**src/rtl/alu_issue_if.sv**
```systemverilog
// Handshake bundle between an instruction source/result sink and the ALU issue unit.
interface alu_issue_if #(
  parameter int W  = 4,
  parameter int RW = 2
);
  logic          in_valid;
  logic          in_ready;
  logic [3:0]    in_op;
  logic [RW-1:0] in_dst;
  logic [RW-1:0] in_src1;
  logic [RW-1:0] in_src2;
  logic          in_imm_en;
  logic [W-1:0]  in_imm;

  logic          out_valid;
  logic          out_ready;
  logic [W-1:0]  out_data;
  logic [RW-1:0] out_dst;
  logic          out_err;

  // Instruction source and result sink side.
  modport master (
    output in_valid, in_op, in_dst, in_src1, in_src2, in_imm_en, in_imm, out_ready,
    input  in_ready, out_valid, out_data, out_dst, out_err
  );

  // Issue unit side.
  modport slave (
    input  in_valid, in_op, in_dst, in_src1, in_src2, in_imm_en, in_imm, out_ready,
    output in_ready, out_valid, out_data, out_dst, out_err
  );
endinterface

```
**src/rtl/alu_issue_unit.sv**
```systemverilog
// Serial issue stage feeding a combinational ALU: one instruction at a time,
// operands from a small register file (r0 hardwired to zero) or an immediate,
// result written back and presented downstream over valid/ready.
module alu_issue_unit #(
  parameter int W    = 4,
  parameter int NREG = 4
) (
  input  logic          clk,
  input  logic          rst,
  alu_issue_if.slave    bus,
  output logic [W-1:0]  alu_a,
  output logic [W-1:0]  alu_b,
  output logic [3:0]    alu_code,
  input  logic [W-1:0]  alu_ans,
  output logic [7:0]    retired
);
  localparam int RW = $clog2(NREG);

  typedef enum logic [1:0] {
    IDLE = 2'd0,
    EXEC = 2'd1,
    RESP = 2'd2
  } state_t;

  state_t        state_q, state_d;
  logic [3:0]    op_q, op_d;
  logic [RW-1:0] dst_q, dst_d;
  logic [RW-1:0] src1_q, src1_d;
  logic [RW-1:0] src2_q, src2_d;
  logic          imm_en_q, imm_en_d;
  logic [W-1:0]  imm_q, imm_d;
  logic [W-1:0]  out_data_q, out_data_d;
  logic [RW-1:0] out_dst_q, out_dst_d;
  logic          out_err_q, out_err_d;
  logic [7:0]    retired_q, retired_d;
  logic [W-1:0]  regs_q [NREG];
  logic [W-1:0]  regs_d [NREG];

  logic          in_ready_c;
  logic          out_valid_c;
  logic          op_legal;

  assign op_legal      = (bus.in_op >= 4'd1) && (bus.in_op <= 4'd7);

  assign bus.in_ready  = in_ready_c;
  assign bus.out_valid = out_valid_c;
  assign bus.out_data  = out_data_q;
  assign bus.out_dst   = out_dst_q;
  assign bus.out_err   = out_err_q;
  assign retired       = retired_q;

  // Next-state, handshake outputs, ALU drive and write-back for the IDLE/EXEC/RESP sequence.
  always_comb begin
    state_d     = state_q;
    op_d        = op_q;
    dst_d       = dst_q;
    src1_d      = src1_q;
    src2_d      = src2_q;
    imm_en_d    = imm_en_q;
    imm_d       = imm_q;
    out_data_d  = out_data_q;
    out_dst_d   = out_dst_q;
    out_err_d   = out_err_q;
    retired_d   = retired_q;
    regs_d      = regs_q;
    in_ready_c  = 1'b0;
    out_valid_c = 1'b0;
    alu_a       = '0;
    alu_b       = '0;
    alu_code    = 4'd0;

    unique case (state_q)
      IDLE: begin
        in_ready_c = 1'b1;
        if (bus.in_valid) begin
          op_d     = bus.in_op;
          dst_d    = bus.in_dst;
          src1_d   = bus.in_src1;
          src2_d   = bus.in_src2;
          imm_en_d = bus.in_imm_en;
          imm_d    = bus.in_imm;
          if (op_legal) begin
            state_d = EXEC;
          end else begin
            // Illegal opcodes skip the ALU entirely and report an error result.
            state_d    = RESP;
            out_err_d  = 1'b1;
            out_data_d = '0;
            out_dst_d  = bus.in_dst;
          end
        end
      end
      EXEC: begin
        alu_a      = (src1_q == '0) ? '0 : regs_q[src1_q];
        alu_b      = imm_en_q ? imm_q : ((src2_q == '0) ? '0 : regs_q[src2_q]);
        alu_code   = op_q;
        out_data_d = alu_ans;
        out_dst_d  = dst_q;
        out_err_d  = 1'b0;
        if (dst_q != '0) begin
          regs_d[dst_q] = alu_ans;
        end
        retired_d = retired_q + 8'd1;
        state_d   = RESP;
      end
      RESP: begin
        out_valid_c = 1'b1;
        if (bus.out_ready) begin
          state_d = IDLE;
        end
      end
      default: begin
        state_d = IDLE;
      end
    endcase

    regs_d[0] = '0;

    // While reset is held, nothing is accepted and the ALU sees zeros.
    if (rst) begin
      in_ready_c = 1'b0;
      alu_a      = '0;
      alu_b      = '0;
      alu_code   = 4'd0;
    end
  end

  // State, latched instruction, result and register file; reset discards any in-flight work.
  always_ff @(posedge clk) begin
    if (rst) begin
      state_q    <= IDLE;
      op_q       <= 4'd0;
      dst_q      <= '0;
      src1_q     <= '0;
      src2_q     <= '0;
      imm_en_q   <= 1'b0;
      imm_q      <= '0;
      out_data_q <= '0;
      out_dst_q  <= '0;
      out_err_q  <= 1'b0;
      retired_q  <= 8'd0;
      for (int i = 0; i < NREG; i++) begin
        regs_q[i] <= '0;
      end
    end else begin
      state_q    <= state_d;
      op_q       <= op_d;
      dst_q      <= dst_d;
      src1_q     <= src1_d;
      src2_q     <= src2_d;
      imm_en_q   <= imm_en_d;
      imm_q      <= imm_d;
      out_data_q <= out_data_d;
      out_dst_q  <= out_dst_d;
      out_err_q  <= out_err_d;
      retired_q  <= retired_d;
      regs_q     <= regs_d;
    end
  end
endmodule

```
**src/flat_wrapper.sv**
```systemverilog
// flat-port wrapper written by rule: the top's interface ports become plain ports
module alu_issue_unit_flat 
#(
  parameter int W    = 4,
  parameter int NREG = 4
)
  (clk, rst, alu_a, alu_b, alu_code, alu_ans, retired, bus_in_valid, bus_in_op, bus_in_dst, bus_in_src1, bus_in_src2, bus_in_imm_en, bus_in_imm, bus_out_ready, bus_in_ready, bus_out_valid, bus_out_data, bus_out_dst, bus_out_err);
  alu_issue_if #(.W(W), .RW((2))) bus_i ();
  input  logic clk;
  input  logic rst;
  output logic [W-1:0] alu_a;
  output logic [W-1:0] alu_b;
  output logic [3:0] alu_code;
  input  logic [W-1:0] alu_ans;
  output logic [7:0] retired;
  input wire logic [$bits(bus_i.in_valid)-1:0] bus_in_valid;
  input wire logic [$bits(bus_i.in_op)-1:0] bus_in_op;
  input wire logic [$bits(bus_i.in_dst)-1:0] bus_in_dst;
  input wire logic [$bits(bus_i.in_src1)-1:0] bus_in_src1;
  input wire logic [$bits(bus_i.in_src2)-1:0] bus_in_src2;
  input wire logic [$bits(bus_i.in_imm_en)-1:0] bus_in_imm_en;
  input wire logic [$bits(bus_i.in_imm)-1:0] bus_in_imm;
  input wire logic [$bits(bus_i.out_ready)-1:0] bus_out_ready;
  output wire logic [$bits(bus_i.in_ready)-1:0] bus_in_ready;
  output wire logic [$bits(bus_i.out_valid)-1:0] bus_out_valid;
  output wire logic [$bits(bus_i.out_data)-1:0] bus_out_data;
  output wire logic [$bits(bus_i.out_dst)-1:0] bus_out_dst;
  output wire logic [$bits(bus_i.out_err)-1:0] bus_out_err;
  assign bus_i.in_valid = bus_in_valid;
  assign bus_i.in_op = bus_in_op;
  assign bus_i.in_dst = bus_in_dst;
  assign bus_i.in_src1 = bus_in_src1;
  assign bus_i.in_src2 = bus_in_src2;
  assign bus_i.in_imm_en = bus_in_imm_en;
  assign bus_i.in_imm = bus_in_imm;
  assign bus_i.out_ready = bus_out_ready;
  assign bus_in_ready = bus_i.in_ready;
  assign bus_out_valid = bus_i.out_valid;
  assign bus_out_data = bus_i.out_data;
  assign bus_out_dst = bus_i.out_dst;
  assign bus_out_err = bus_i.out_err;
  alu_issue_unit #(.W(W), .NREG(NREG)) u_core (.clk(clk), .rst(rst), .bus(bus_i), .alu_a(alu_a), .alu_b(alu_b), .alu_code(alu_code), .alu_ans(alu_ans), .retired(retired));
endmodule
```
**config.mk**
```make
export PLATFORM = sky130hd
export DESIGN_NAME = alu_issue_unit_flat
export DESIGN_NICKNAME = d
export VERILOG_FILES = /design/src/rtl/alu_issue_if.sv /design/src/rtl/alu_issue_unit.sv /design/src/flat_wrapper.sv
export SDC_FILE = /design/constraint.sdc
export NUM_CORES = 1
export LEC_CHECK = 0
export ABC_AREA = 1
export CAP_MARGIN = 25
export CORE_ASPECT_RATIO = 1.75
export CORE_MARGIN = 3
export CORE_UTILIZATION = 51
export CTS_BUF_LIST = sky130_fd_sc_hd__clkbuf_8
export CTS_CLUSTER_SIZE = 20
export DETAILED_ROUTE_END_ITERATION = 7
export GPL_TIMING_DRIVEN = 0
export PLACE_DENSITY = 0.8
export REMOVE_ABC_BUFFERS = 1
export SLEW_MARGIN = 20
export SYNTH_ARGS = -nofsm -noshare
export SYNTH_HDL_FRONTEND = slang
export SYNTH_SLANG_ARGS = --single-unit
```
**constraint.sdc**
```tcl
create_clock -name clk -period 1.75 [get_ports clk]
set_input_delay 0.525 -clock clk [delete_from_list [all_inputs] [get_ports clk]]
set_output_delay 0.525 -clock clk [all_outputs]
set_load 0.02 [all_outputs]
```
==> metrics.md <==
| Metric | Value |
|---|---|
| TNS Setup | `-0.7267 ns` |
| CP Launch Type | `register` |
| Fin Hold WS | `0.4620 ns` |
| Initial antenna violation count | `0` |
| Avg Synthesized Cell Area | `7.208 um^2` |
| Total GRT Usage | `22.93%` |
| DR vias/cell | `5.230` |
| Internal power | `1.517 mW` |
| Number of diodes | `0` |
| Clock power share | `30.3%` |
| Worst Skew | `0.004649 ns` |
| Area Overhead vs Synth | `33.95%` |
| Cell taking the most area after synthesis | `dfxtp_1` |
| CP bufs+invs | `2` |
| Max Fclk | `531.2 MHz` |
| Leading cell types in the layout, fill and taps excluded | `nor2_1, dfxtp_1, nand2_1, inv_1, a21oi_1` |
| Pwr per Cell Area | `744.8 nW/um^2` |
| CP most frequent cell | `buf_4` |
| Ys Warns | `0` |
| I/O pin cnt | `52` |
| CP delay by family, top | `flip-flops` |
| Final WL | `5354 um` |
| DRC violations left | `0` |
| Critical Path Stages | `5` |
| Number of buffers created by CTS | `5` |
| Critical path class | `reg -> out` |
| Portion of total power attributed to sequential cells | `51.9%` |
| Die span in y | `91.13 um` |
| Synth top area cells | `dfxtp_1, nor2_1, o21ai_0` |
| Worst EP arrival | `1.36 ns` |
| Max_cap viols | `0` |
| CTS tree | `yes` |
| Synth unique cells | `28` |
| Psw | `590.1 uW` |
| Clock Pin Slew Worst Setup and Hold Paths | `0.08 ns` |
| First-pass GRT wire length | `8597 um` |
| Port Buf Inserts | `51` |
| Crit end category | `primary output` |
| Crit path max fanout | `4` |
| Syn Std Cell Area | `2112 um^2` |
| Outcome | `finished, violations left` |
| Setup ws final | `-0.1325 ns` |
| Leak pwr | `1.255 nW` |
| CTS Root Cell | `clkbuf_8` |
| DR pass1 iterations | `4` |
| Final setup vio count | `12` |
| Initial Util | `53.59%` |
| Hold path depth | `2` |
| Register area share after synthesis | `41.71%` |
| CTS max path bufs | `2` |
| Hold Vio Cnt, Final | `0` |
| Fin. max-slew vios | `0` |
| Die Span X | `54.65 um` |
| DR iter-0 viols | `51` |
| Final core occ | `71.78%` |
| DIE AREA | `4980 um^2` |
| Detailed placer's ending HPWL | `3757 um` |
| Fin nets | `375` |
| RSZ-0062 raised after global routing | `true` |
| Crit-path slowest cell | `dfxtp_4` |
| Largest net degree at the start of global routing | `41` |
| Worst slew pin tran | `0.4014 ns` |
| Combinational share of power | `17.7%` |
| Row count | `30` |
| FF-to-FF path depth | `8` |
| CP peak stage delay | `0.36 ns` |
| Final Wtd Congestion | `0.7688` |
| Most common cell after layout, fill and taps aside | `nor2_1` |
| Total grt overflow | `0` |
| Hold WC Path Type | `reg -> reg` |
| #FFs+latches synth | `44` |
| Avg WL per Cell | `13.39 um` |
| Total power | `2.107 mW` |
| Total core area | `3941 um^2` |
| # H-tree levels | `2` |
| Clk_lat worst skew | `0.29 ns` |
| Critical path required time | `1.22 ns` |
| Post-route ant nets | `0` |
| Clk sinks | `44` |
| Max IR drop VDD | `0.0008794 V` |
| Failing checks | `negative setup slack` |
| Net Sw Frac | `28.01%` |
| Final Cycle Share | `107.6%` |
| Cells after Synth | `293` |
| Number of global-route vias before repair | `1951` |
| Slew HR | `73.21%` |
| Yosys top cell area share | `41.71%` |
| Via count | `2092` |
| Post-route minimum period | `1.882 ns` |
| Critical-path cell list | `buf_4 > nand3_1 > o211ai_1 > a21oi_1 > buf_4` |
| Layout cells sized above 1 | `18.47%` |
## kinds of logic (layout without fill, tap and decap cells)
family,Yosys count,in the layout,share of synthesized area (%)
AND/OR/NAND/NOR,121,121,28.02
AO/OA/AOI/OAI,79,79,19.85
buffers and inverters,48,107,9.834
flip-flops,44,44,41.71
adder cells (fa/ha/maj),1,1,0.5923
## final timing paths
| check | slack [ns] | start | to |
|---|---|---|---|
| setup reg to reg | 0.40 | u_core.state_q[1] | u_core.regs_q[5] |
| setup / recovery | -0.13 | u_core.src2_q[0] | alu_b[2] |
| hold reg to reg | 0.46 | u_core.op_q[3] | u_core.op_q[3] |
| hold / removal | 0.46 | u_core.op_q[3] | u_core.op_q[3] |
## Yosys cell counts, drive strengths merged
| cell | number |
|---|---|
| dfxtp | 44 |
| buf | 6 |
| clkbuf | 5 |
| o21ai | 44 |
| clkinv | 1 |
| nor2 | 52 |
| inv | 36 |
| nand4 | 4 |
| nand2 | 41 |
| a21oi | 30 |
| ha | 1 |
| o21bai | 1 |
| nand3 | 18 |
| nor3 | 6 |
| o211ai | 4 |
## per-layer routing
layer	vias up	wire, um	GRT usage [%]
li1	1072	-	-
met3	8	186	3.941
met4	0	91	8.524
met2	47	3062	40.91
met5	-	0	0
met1	965	2013	25.10
## tightest hold or removal path, cell delays in order (launching register included)
cell and delay [ns]:
dfxtp_1 0.30, inv_1 0.06, a21oi_1 0.06
## stage by stage
| step | instances | setup WS [ns] | instance area, um^2 |
|---|---|---|---|
| floorplan | 282 | 0.004670 | 2043 |
| global placement | 381 | -1.167 | 2614 |
| detailed placement | 381 | -1.151 | 2614 |
| CTS | 395 | -0.1483 | 2705 |
| global route | 400 | -0.1764 | 2829 |
| finish | 400 | -0.1325 | 2829 |
## final cells by class
cell class | instances | area (um^2)
Multi-Input combinational cell | 201 | 1074
Clock buffer | 6 | 82.58
Sequential cell | 44 | 895.9
Clock inverter | 2 | 7.507
Fill cell | 349 | 1112
Timing Repair Buffer | 62 | 555.5
Tap cell | 48 | 60.06
Inverter | 37 | 153.9
## flip-flops by register name, indices dropped and copies added, names as in the netlist
name and flops:
u_core.regs_q 12, u_core.retired 8, u_core.bus.out_data 4, u_core.imm_q 4, u_core.op_q 4, u_core.bus.out_dst 2
u_core.dst_q 2, u_core.src1_q 2, u_core.src2_q 2, u_core.state_q 2, u_core.bus.out_err 1, u_core.imm_en_q 1
## power by group through the flow
stage	Clock (mW)	Combinational (mW)	Sequential (mW)
after floorplan	0	0.177	1.13
after global placement	0	0.331	1.11
after detailed placement	0	0.337	1.12
after CTS	0.651	0.347	1.09
after global routing	0.696	0.409	1.10
final	0.639	0.373	1.09
## timing repair
action / in CTS / in global routing
buffers inserted: 6 / 4
setup endpoints to repair: 67 / 12
hold endpoints to repair: 0 / 0
pin swaps: 5 / 8
hold buffers: 0 / 0
gates resized for setup: 98 / 27
(Power assumes the default switching activity.)
